--- config.mk ---
export PLATFORM = sky130hd
export DESIGN_NAME = mr_job_sequencer
export DESIGN_NICKNAME = d
export VERILOG_FILES = /design/src/rtl/mr_ctrl_pkg.sv /design/src/rtl/mr_watchdog.sv /design/src/rtl/mr_job_sequencer.sv
export SDC_FILE = /design/constraint.sdc
export NUM_CORES = 1
export LEC_CHECK = 0
export BUFFER_PORTS_ARGS = -buffer_cell sky130_fd_sc_hd__buf_4
export CAP_MARGIN = 25
export CORE_MARGIN = 10
export CORE_UTILIZATION = 56
export CTS_CLUSTER_SIZE = 20
export DETAILED_ROUTE_END_ITERATION = 8
export GPL_TIMING_DRIVEN = 0
export PLACE_DENSITY = 0.86
export SETUP_SLACK_MARGIN = 0.2
export SYNTH_ARGS = -nofsm -noshare
export SYNTH_HDL_FRONTEND = slang
export SYNTH_SLANG_ARGS = --single-unit
--- constraint.sdc ---
create_clock -name clk -period 3.69 [get_ports clk]
set_clock_uncertainty 0.15 [all_clocks]
set_input_delay 0 -clock clk [delete_from_list [all_inputs] [get_ports clk]]
set_output_delay 0 -clock clk [all_outputs]
set_load 0.01 [all_outputs]
--- src/rtl/mr_ctrl_pkg.sv ---
// Shared definitions for the map/reduce job controller.
//   state_e     : controller state encoding (also exported on o_state)
//   ERR_*       : error codes reported on o_err_code
//   clogb2      : ceiling log2 helper for sizing counters
package mr_ctrl_pkg;

    typedef enum logic [2:0] {
        ST_IDLE   = 3'd0,
        ST_CLEAR  = 3'd1,
        ST_MAP    = 3'd2,
        ST_DRAIN  = 3'd3,
        ST_REDUCE = 3'd4,
        ST_DONE   = 3'd5,
        ST_ERROR  = 3'd6
    } state_e;

    localparam logic [1:0] ERR_NONE     = 2'd0;
    localparam logic [1:0] ERR_ZERO_LEN = 2'd1;
    localparam logic [1:0] ERR_OVERRUN  = 2'd2;
    localparam logic [1:0] ERR_TIMEOUT  = 2'd3;

    function automatic int clogb2(input int value);
        int result;
        int v;
        result = 0;
        v      = value - 1;
        while (v > 0) begin
            result = result + 1;
            v      = v >> 1;
        end
        return result;
    endfunction

endpackage

--- src/rtl/mr_watchdog.sv ---
// Stall watchdog for the job controller.
//   clk, rst_n : clock, asynchronous active-low reset
//   i_reload   : forces the count back to 0 next cycle (progress seen)
//   i_enable   : counting allowed; when low the count is held at 0
//   i_limit    : stall limit in cycles, 0 disables expiry
//   o_expire   : limit reached this cycle (combinational from count)
// Expiry fires while the count equals limit-1, i.e. exactly i_limit cycles
// after the cycle that requested the last reload.
module mr_watchdog
    import mr_ctrl_pkg::*;
#(
    parameter int TIMEOUT_WIDTH = 16
) (
    input  logic                     clk,
    input  logic                     rst_n,
    input  logic                     i_reload,
    input  logic                     i_enable,
    input  logic [TIMEOUT_WIDTH-1:0] i_limit,
    output logic                     o_expire
);

    logic [TIMEOUT_WIDTH-1:0] count_q;
    logic [TIMEOUT_WIDTH-1:0] count_d;

    always_comb begin
        count_d = count_q;
        if (i_reload || !i_enable) begin
            count_d = '0;
        end else begin
            count_d = count_q + 1'b1;
        end
    end

    // A reload in the same cycle means progress was made, so it suppresses expiry.
    assign o_expire = i_enable && !i_reload && (i_limit != '0) &&
                      (count_q == (i_limit - 1'b1));

    always_ff @(posedge clk or negedge rst_n) begin
        if (!rst_n) begin
            count_q <= '0;
        end else begin
            count_q <= count_d;
        end
    end

endmodule

--- src/rtl/mr_job_sequencer.sv ---
// Job controller for one map/reduce pass over streamed points.
//   i_start/i_abort            : host job control (one-cycle pulses)
//   i_num_pts_expected/i_timeout : job length and stall limit, latched on start
//   i_num_pts, i_fifo_empty, i_mapper_busy, i_reduce_done : datapath status
//   o_res/o_map                : converter count clear / count enable
//   o_reduce_start             : one-cycle reduce kick
//   o_busy/o_done/o_error/o_err_code : host status
//   o_state                    : current state for debug
//   o_cycles                   : cycles spent in MAP+DRAIN+REDUCE
// All outputs are flops loaded from the next-state value, so no input has a
// combinational path to any output.
module mr_job_sequencer
    import mr_ctrl_pkg::*;
#(
    parameter int NUM_MAPPERS   = 4,
    parameter int TIMEOUT_WIDTH = 16,
    parameter int CYCLE_WIDTH   = 32
) (
    input  logic                     clk,
    input  logic                     reset_n,
    input  logic                     i_start,
    input  logic                     i_abort,
    input  logic [63:0]              i_num_pts_expected,
    input  logic [TIMEOUT_WIDTH-1:0] i_timeout,
    input  logic [63:0]              i_num_pts,
    input  logic                     i_fifo_empty,
    input  logic [NUM_MAPPERS-1:0]   i_mapper_busy,
    input  logic                     i_reduce_done,
    output logic                     o_res,
    output logic                     o_map,
    output logic                     o_reduce_start,
    output logic                     o_busy,
    output logic                     o_done,
    output logic                     o_error,
    output logic [1:0]               o_err_code,
    output logic [2:0]               o_state,
    output logic [CYCLE_WIDTH-1:0]   o_cycles
);

    state_e                   state_q, state_d;
    logic [1:0]               err_code_q, err_code_d;
    logic [63:0]              expected_q, expected_d;
    logic [TIMEOUT_WIDTH-1:0] timeout_q, timeout_d;
    logic [CYCLE_WIDTH-1:0]   cycles_q, cycles_d;
    logic [63:0]              prev_pts_q;
    logic                     res_q, map_q, busy_q, done_q, error_q, reduce_start_q;

    logic watched;
    logic pts_changed;
    logic pts_eq;
    logic pts_over;
    logic drain_ok;
    logic wd_reload;
    logic wd_expire;

    assign watched     = (state_q == ST_MAP) || (state_q == ST_DRAIN) || (state_q == ST_REDUCE);
    assign pts_changed = (i_num_pts != prev_pts_q);
    assign pts_eq      = (i_num_pts == expected_q);
    assign pts_over    = (i_num_pts > expected_q);
    assign drain_ok    = i_fifo_empty && (i_mapper_busy == '0);

    // Reload on every condition that enters a watched state (CLEAR->MAP,
    // MAP->DRAIN, DRAIN->REDUCE) and on point-count progress in MAP. Built from
    // the raw conditions rather than state_d so expiry cannot loop back on itself.
    assign wd_reload = !watched ||
                       ((state_q == ST_MAP) && (pts_changed || pts_eq)) ||
                       ((state_q == ST_DRAIN) && drain_ok);

    mr_watchdog #(
        .TIMEOUT_WIDTH (TIMEOUT_WIDTH)
    ) u_watchdog (
        .clk      (clk),
        .rst_n    (reset_n),
        .i_reload (wd_reload),
        .i_enable (watched),
        .i_limit  (timeout_q),
        .o_expire (wd_expire)
    );

    always_comb begin
        state_d    = state_q;
        err_code_d = err_code_q;
        expected_d = expected_q;
        timeout_d  = timeout_q;
        cycles_d   = cycles_q;

        if (watched && (cycles_q != '1)) begin
            cycles_d = cycles_q + 1'b1;
        end

        if (i_abort) begin
            state_d = ST_IDLE;
        end else begin
            case (state_q)
                ST_IDLE, ST_ERROR: begin
                    if (i_start) begin
                        expected_d = i_num_pts_expected;
                        timeout_d  = i_timeout;
                        cycles_d   = '0;
                        if (i_num_pts_expected == '0) begin
                            state_d    = ST_ERROR;
                            err_code_d = ERR_ZERO_LEN;
                        end else begin
                            state_d = ST_CLEAR;
                        end
                    end
                end
                ST_CLEAR: state_d = ST_MAP;
                ST_MAP: begin
                    if (pts_eq) begin
                        state_d = ST_DRAIN;
                    end else if (pts_over) begin
                        state_d    = ST_ERROR;
                        err_code_d = ERR_OVERRUN;
                    end else if (wd_expire) begin
                        state_d    = ST_ERROR;
                        err_code_d = ERR_TIMEOUT;
                    end
                end
                ST_DRAIN: begin
                    if (drain_ok) begin
                        state_d = ST_REDUCE;
                    end else if (wd_expire) begin
                        state_d    = ST_ERROR;
                        err_code_d = ERR_TIMEOUT;
                    end
                end
                ST_REDUCE: begin
                    if (i_reduce_done) begin
                        state_d = ST_DONE;
                    end else if (wd_expire) begin
                        state_d    = ST_ERROR;
                        err_code_d = ERR_TIMEOUT;
                    end
                end
                ST_DONE: state_d = ST_IDLE;
                default: state_d = ST_IDLE;
            endcase
        end

        // The code is only meaningful while sitting in ERROR.
        if (state_d != ST_ERROR) begin
            err_code_d = ERR_NONE;
        end
    end

    always_ff @(posedge clk or negedge reset_n) begin
        if (!reset_n) begin
            state_q        <= ST_IDLE;
            err_code_q     <= ERR_NONE;
            expected_q     <= '0;
            timeout_q      <= '0;
            cycles_q       <= '0;
            prev_pts_q     <= '0;
            res_q          <= 1'b0;
            map_q          <= 1'b0;
            busy_q         <= 1'b0;
            done_q         <= 1'b0;
            error_q        <= 1'b0;
            reduce_start_q <= 1'b0;
        end else begin
            state_q        <= state_d;
            err_code_q     <= err_code_d;
            expected_q     <= expected_d;
            timeout_q      <= timeout_d;
            cycles_q       <= cycles_d;
            prev_pts_q     <= i_num_pts;
            res_q          <= (state_d == ST_CLEAR);
            map_q          <= (state_d == ST_MAP);
            busy_q         <= (state_d == ST_MAP) || (state_d == ST_DRAIN) || (state_d == ST_REDUCE);
            done_q         <= (state_d == ST_DONE);
            error_q        <= (state_d == ST_ERROR);
            reduce_start_q <= (state_d == ST_REDUCE) && (state_q != ST_REDUCE);
        end
    end

    assign o_res          = res_q;
    assign o_map          = map_q;
    assign o_busy         = busy_q;
    assign o_done         = done_q;
    assign o_error        = error_q;
    assign o_reduce_start = reduce_start_q;
    assign o_err_code     = err_code_q;
    assign o_state        = state_q;
    assign o_cycles       = cycles_q;

endmodule

# Word-level counts from Yosys, hierarchy flattened
# Cells that the tools add are included.
[op_classes]
add_sub_neg = 3
order_cmp = 1
n_eq_ne = 23
muxes = 24
bitwise = 1
reduce_logical = 26
[ops]
columns = ["operator", "n"]
rows = [
  ["$mux 32", 4],
  ["$eq 64x64->1", 1],
  ["$gt 64x64->1", 1],
  ["$logic_not 64->1", 1],
  ["$ne 64x64->1", 1],
  ["$add 32x1->32 const B", 1],
  ["$ne 32x32->1 const B", 1],
  ["$mux 3", 8],
  ["$mux 2", 9],
  ["$add 16x1->16 const B", 1],
  ["$eq 16x16->1", 1],
  ["$mux 16", 1],
  ["$reduce_bool 16->1", 1],
  ["$sub 16x1->16 const B", 1],
  ["$eq 3x3->1 const B", 5],
  ["$pmux 3 s5", 1],
  ["$eq 3x2->1 const B", 4],
  ["$ne 3x3->1 const B", 4],
  ["$ne 3x2->1 const B", 3],
  ["$logic_and 1x1->1", 8],
  ["$logic_or 1x1->1", 8],
  ["$pmux 2 s4", 1],
  ["$reduce_and 7->1", 1],
  ["$eq 3x1->1 const B", 2],
  ["8 further kinds", 9],
]
[totals]
regBits = 203
word_cells = 91

# Longest topological paths before layout
[depth]
depth_word = 18
depth_mapped = 12
ltp_nobuf = 11

# Modules after synthesis
# Synthesis repeated with hierarchy kept, for this count alone.
[unflattened]
cells_unflattened = 1069
hier_area_um2 = 10767.8
[modules_own_cells]
columns = ["module", "n_inst", "cells_per_inst", "area_each_um2", "seq_area_each_um2"]
rows = [
  ["mr_job_sequencer", 1, 908, 9391.5, 4679.5],
  ["mr_watchdog", 1, 161, 1376.3, 400.4],
]

# Worst setup path after synthesis
# No wires, ideal clock.
[synth_path]
kind = "flip-flop to flip-flop"
start = "reg timeout_q[0]"
end = "reg err_code_q[0], in the netlist o_err_code[0]"
setup_time_ns = 0.107
arrival_ns = 2.761
t_required_ns = 3.433
setup_slack_ns = 0.673
stages_incl_launch_ff = 13
n_path_buf = 1
period_less_slack_ns = 3.017
cell_sequence = "dfrtp_1 -> inv_1 -> ha_1 -> buf_2 -> nor3b_4 -> a31oi_4 -> nor3b_2 -> o21ai_1 -> a2111o_1 -> nor3_4 -> nor3b_4 -> o21ai_2 -> a2111oi_4"
[synth_between]
elab_chain_cells = 11
word_cells_on_any_way = 29
[synth_rtl]
columns = ["item", "line", "rtl"]
rows = [
  ["start: declaration", "mr_job_sequencer.sv:43", "logic [TIMEOUT_WIDTH-1:0] timeout_q, timeout_d;"],
  ["start signal: assignment", "mr_job_sequencer.sv:165", "timeout_q <= timeout_d;"],
  ["$sub 16x1->16 / $reduce_bool 16->1 (equally long branches)", "mr_watchdog.sv:36, mr_watchdog.sv:35", ""],
  ["$eq 16x16->1 / $logic_and 1x1->1 (equally long branches)", "mr_watchdog.sv:36, mr_watchdog.sv:35", ""],
  ["$logic_and 1x1->1 *", "mr_watchdog.sv:35", "assign o_expire = i_enable && !i_reload && (i_limit != '0) &&"],
  ["$mux 3", "mr_job_sequencer.sv:115, mr_job_sequencer.sv:123, mr_job_sequencer.sv:131", ""],
  ["$mux 3", "mr_job_sequencer.sv:112", "end else if (pts_over) begin"],
  ["$mux 3", "mr_job_sequencer.sv:110", "if (pts_eq) begin"],
  ["$pmux 3 s5", "mr_job_sequencer.sv:94", "case (state_q)"],
  ["$mux 3", "mr_job_sequencer.sv:91", "if (i_abort) begin"],
  ["$ne 3x3->1", "mr_job_sequencer.sv:142", "if (state_d != ST_ERROR) begin"],
  ["$ne 3x3->1 (no line) (tied with other cells)", "--", ""],
  ["$reduce_and 7->1 (no line)", "--", ""],
  ["end signal: assignment", "mr_job_sequencer.sv:163", "err_code_q <= err_code_d;"],
  ["end: declaration", "mr_job_sequencer.sv:41", "logic [1:0] err_code_q, err_code_d;"],
]
# Mark *: on every way between the ends. The rest lies on a longest branch, timed or not. The select of a mux whose other input is x is not followed.
# A chain may end at the register's enable or synchronous reset.

# Worst setup path in the final report
[layout_path]
start = "reg expected_q[15]"
end = "reg res_q, in the netlist o_res"
[layout_between]
elab_chain_cells = 15
word_cells_on_any_way = 18
[layout_rtl]
columns = ["item", "line", "rtl"]
rows = [
  ["start: declaration", "mr_job_sequencer.sv:42", "logic [63:0] expected_q, expected_d;"],
  ["start signal: assignment", "mr_job_sequencer.sv:164", "expected_q <= expected_d;"],
  ["parallel branches: the longest is 12 deep, another holds $gt 64x64->1", "--", ""],
  ["$pmux 3 s5 *", "mr_job_sequencer.sv:94", ""],
  ["$mux 3 *", "mr_job_sequencer.sv:91", ""],
  ["$eq 3x1->1 *", "mr_job_sequencer.sv:168", "res_q <= (state_d == ST_CLEAR);"],
  ["end signal: assignment", "mr_job_sequencer.sv:168", ""],
  ["end: declaration", "mr_job_sequencer.sv:46", "logic res_q, map_q, busy_q, done_q, error_q, reduce_start_q;"],
]
# Mark *: on every way between the ends.

==> impl_metrics.py <==
metrics = {
    "grt": {
        "track_usage": 0.2932,
        "grt_pass1_vias": 10751,
        "grt_overflow": 0,
        "grt_pass1_wl_mm": 57.39,
        "antenna_found_initial": 7,
        "grt_max_degree": 104,
    },
    "pwr": {
        "leakagePower_uw": 0.006736,
        "ir_drop_mv": 0.3189,
        "powerDensity_nw_per_um2": 424.5,
    },
    "detailed_routing": {
        "drt_iter0_markers": 1040,
        "post_drt_wl_per_cell_um": 22.11,
        "vias": 10300,
        "first_pass_iters": 6,
        "drc_errors": 0,
        "ant_nets": 0,
        "vias_per_cell": 6.045,
        "totalWireLength_mm": 37.68,
    },
    "clock_network": {
        "clock_tree.buffer_depth": 3,
        "clock_sinks": 203,
        "htreeDepth": 1,
        "cts_tree": "yes",
        "cts_root_buf": "clkbuf_16",
        "clk_pin_slew_ns": 0.06,
        "numCtsBuffers": 22,
        "clock_latency_ns": 0.51,
    },
    "logic_synthesis": {
        "synthTopCellsByCount": "dfrtp_1, nand2_1, xor2_1",
        "yosysSeqAreaShare": 0.4828,
        "ys_async_sr_fraction": 1.000,
        "yosysTopAreaCell": "dfrtp_1",
        "ys.flop_type": "dfrtp_1",
        "yosys.area.top_type_share": 0.4828,
        "synth_cell_types": 63,
        "synth_seq_cells": 203,
        "netlist_area_um2": 10520,
        "syn_area_per_cell_um2": 9.769,
        "syn_nets": 1299,
        "synthCells": 1077,
        "yosysMostFrequentCell": "dfrtp_1",
        "yosysWarnings": 0,
        "synth_edf_count": 0,
        "synth_area_leaders": "dfrtp_1, ha_1, xor2_1, nand2_1, o21ai_0",
    },
    "sta": {
        "setup_viol_count_final": 0,
        "tightest_slew_ns": 1.060,
        "post-route-period-util": 0.9592,
        "hold-worst-slack_ns": -0.02016,
        "period_needed_ns": 3.539,
        "fmax_ghz": 0.2825,
        "slew_headroom": 0.2869,
        "hold_viol_final": 13,
        "slew_violations": 0,
        "finalSetupTns_ns": 0,
        "fin_ws_ns": 0.1507,
        "rsz0062_at_grt": "yes",
    },
    "floorplanning": {
        "rows": 50,
        "ios": 197,
        "die_y_um": 157.1,
        "start_util": 0.5663,
        "fp.dieW_um": 157.1,
        "die-area_um2": 24670,
        "design.core.area_um2": 18580,
    },
    "placed_design": {
        "gp_congestion": 0.9192,
        "place_ws_ns": 0.06313,
        "port_buffers": 196,
        "post-dp-hpwl_mm": 23.27,
    },
    "flow_run": {
        "cap_violations": 0,
    },
    "final_layout": {
        "fillers": 1074,
        "drive_above_1_share": 0.1731,
        "nets": 1670,
        "areaGrowthSynthToFinish_pct": 38.30,
    },
    "setup_path": {
        "crit_chain": "inv_1 > ha_1 > nand4_1 > or2_2 > nor3_1 > nand4_1 > a31oi_4 > nor3_4 > nor3b_4 > buf_4 > nor3_1 > nor3b_1",
        "criticalPathCategory": "reg2reg",
        "cp.required_ns": 3.95,
        "start_kind": "flip-flop",
        "arrival_ns": 3.80,
        "crit_path_max_fanout": 4,
        "critPathSlowestCell": "nor3_1",
        "setup.worst_path.end_class": "flip-flop",
        "slowest_delay_ns": 0.41,
    },
    "outcome": {
        "outcome": "finished with violations",
        "violations": "hold timing",
    },
    "min_path": {
        "hold_class": "in2async",
    },
}
-- kinds of logic (layout without fill, tap and decap cells) --
family          after synthesis  after routing  synth area share
simple gates                406            406            0.1953
flops                       203            203            0.4828
compound gates              167            167           0.09728
xor+xnor                    123            123            0.1024
buf+inv                     109            494           0.04043
fa+ha+maj                    68             68           0.08087
mux                           1              1         0.0009514
other cells                   0              8                 0
-- layer usage --
layer  track usage  part of all wire
met5             0                 0
met4        0.1883             0.075
met3       0.06578             0.085
met2        0.4822              0.47
met1        0.3406              0.37
-- area by class of cell --
type	count	area, um^2	share of cell area
Antenna cell	8	20.02	0.001376
Clock inverter	3	15.01	0.001032
Buffer	31	132.6	0.009114
Timing Repair Buffer	347	3000	0.2062
Clock buffer	35	660.6	0.04540
Multi-Input combinational cell	765	5057	0.3475
Inverter	78	292.8	0.02012
Sequential cell	203	5080	0.3491
Tap cell	234	292.8	0.02012
-- sequential cells by signal (all words and copies together) (netlist names), 2 cells and up --
register            cells
expected_q             64
o_cycles               32
o_err_code              2
timeout_q              16
u_watchdog.count_q     16
o_state                 3
prev_pts_q             64
-- power by group --
group / internal, uW / switching (uW) / leakage [uW] / total, uW
logic: 633 / 833 / 0.00385 / 1470
clock network: 1220 / 906 / 0.000333 / 2130
registers: 2450 / 137 / 0.00255 / 2580
total: 4300 / 1880 / 0.00674 / 6180
-- critical path, delay by kind of cell (launching register included) --
family	cells	cell delay, ns
and+or+nand+nor	8	2.11
AOI/OAI and AO/OA	1	0.35
DFF	1	0.32
adders and majority gates	1	0.32
buffers and inverters	2	0.21
-- cells in the final DEF, fill, tap and decap left out, types with 3 or more instances in the layout --
cell type,Yosys,layout
dfrtp_1,203,203
buf_4,0,198
nand2_1,148,148
dlygate4sd3_1,0,147
xor2_1,96,96
o21ai_0,85,85
inv_1,78,78
nor2_1,69,69
ha_1,68,68
nand3_1,40,40
nor4_1,41,37
nand4_1,36,36
clkbuf_1,27,35
a21oi_1,35,35
xnor2_1,27,27
clkbuf_16,0,23
nor3_1,16,16
and3_1,11,11
and2_1,9,9
diode_2,0,8
a21o_1,8,8
nand2b_1,7,7
nor4_2,2,6
and4_1,5,5
o211ai_1,4,4
clkbuf_8,0,4
nor2b_1,3,3
o21a_1,3,3
a21boi_0,3,3
a211oi_1,3,3
clkinv_2,0,3
-- metrics by stage --
step	power, uW	util	std cells	area (um^2)
floorplan	3321	-	1077	10520
global placement	3726	0.6612	1507	12290
detailed placement	3800	0.6631	1508	12320
CTS	6025	0.7798	1693	14490
global route	6416	0.7828	1701	14540
finish	6177	0.7832	1704	14550
-- final timing paths --
path	from	slack, ns	end	depth (start not counted)
setup / recovery	expected_q[15]	0.15	o_res	12
hold / removal	reset_n	-0.02	timeout_q[4]	2
setup reg to reg	expected_q[15]	0.15	o_res	12
hold reg to reg	expected_q[0]	0.37	expected_q[0]	2
max in group asynchronous	reset_n	2.40	prev_pts_q[47]	3
min in group clk	i_num_pts[21]	0.03	prev_pts_q[21]	2
-- timing repair --
item                                    4_1_cts  5_1_grt
hold buffers                                147        0
resized for setup                             3        4
setup buffers                                 0        3
pin swaps                                     0        3
endpoints found under the setup margin       10       10
cloned                                        0        0
hold endpoints to repair                    258        0
Note: power is estimated with default switching activity, not from simulation.
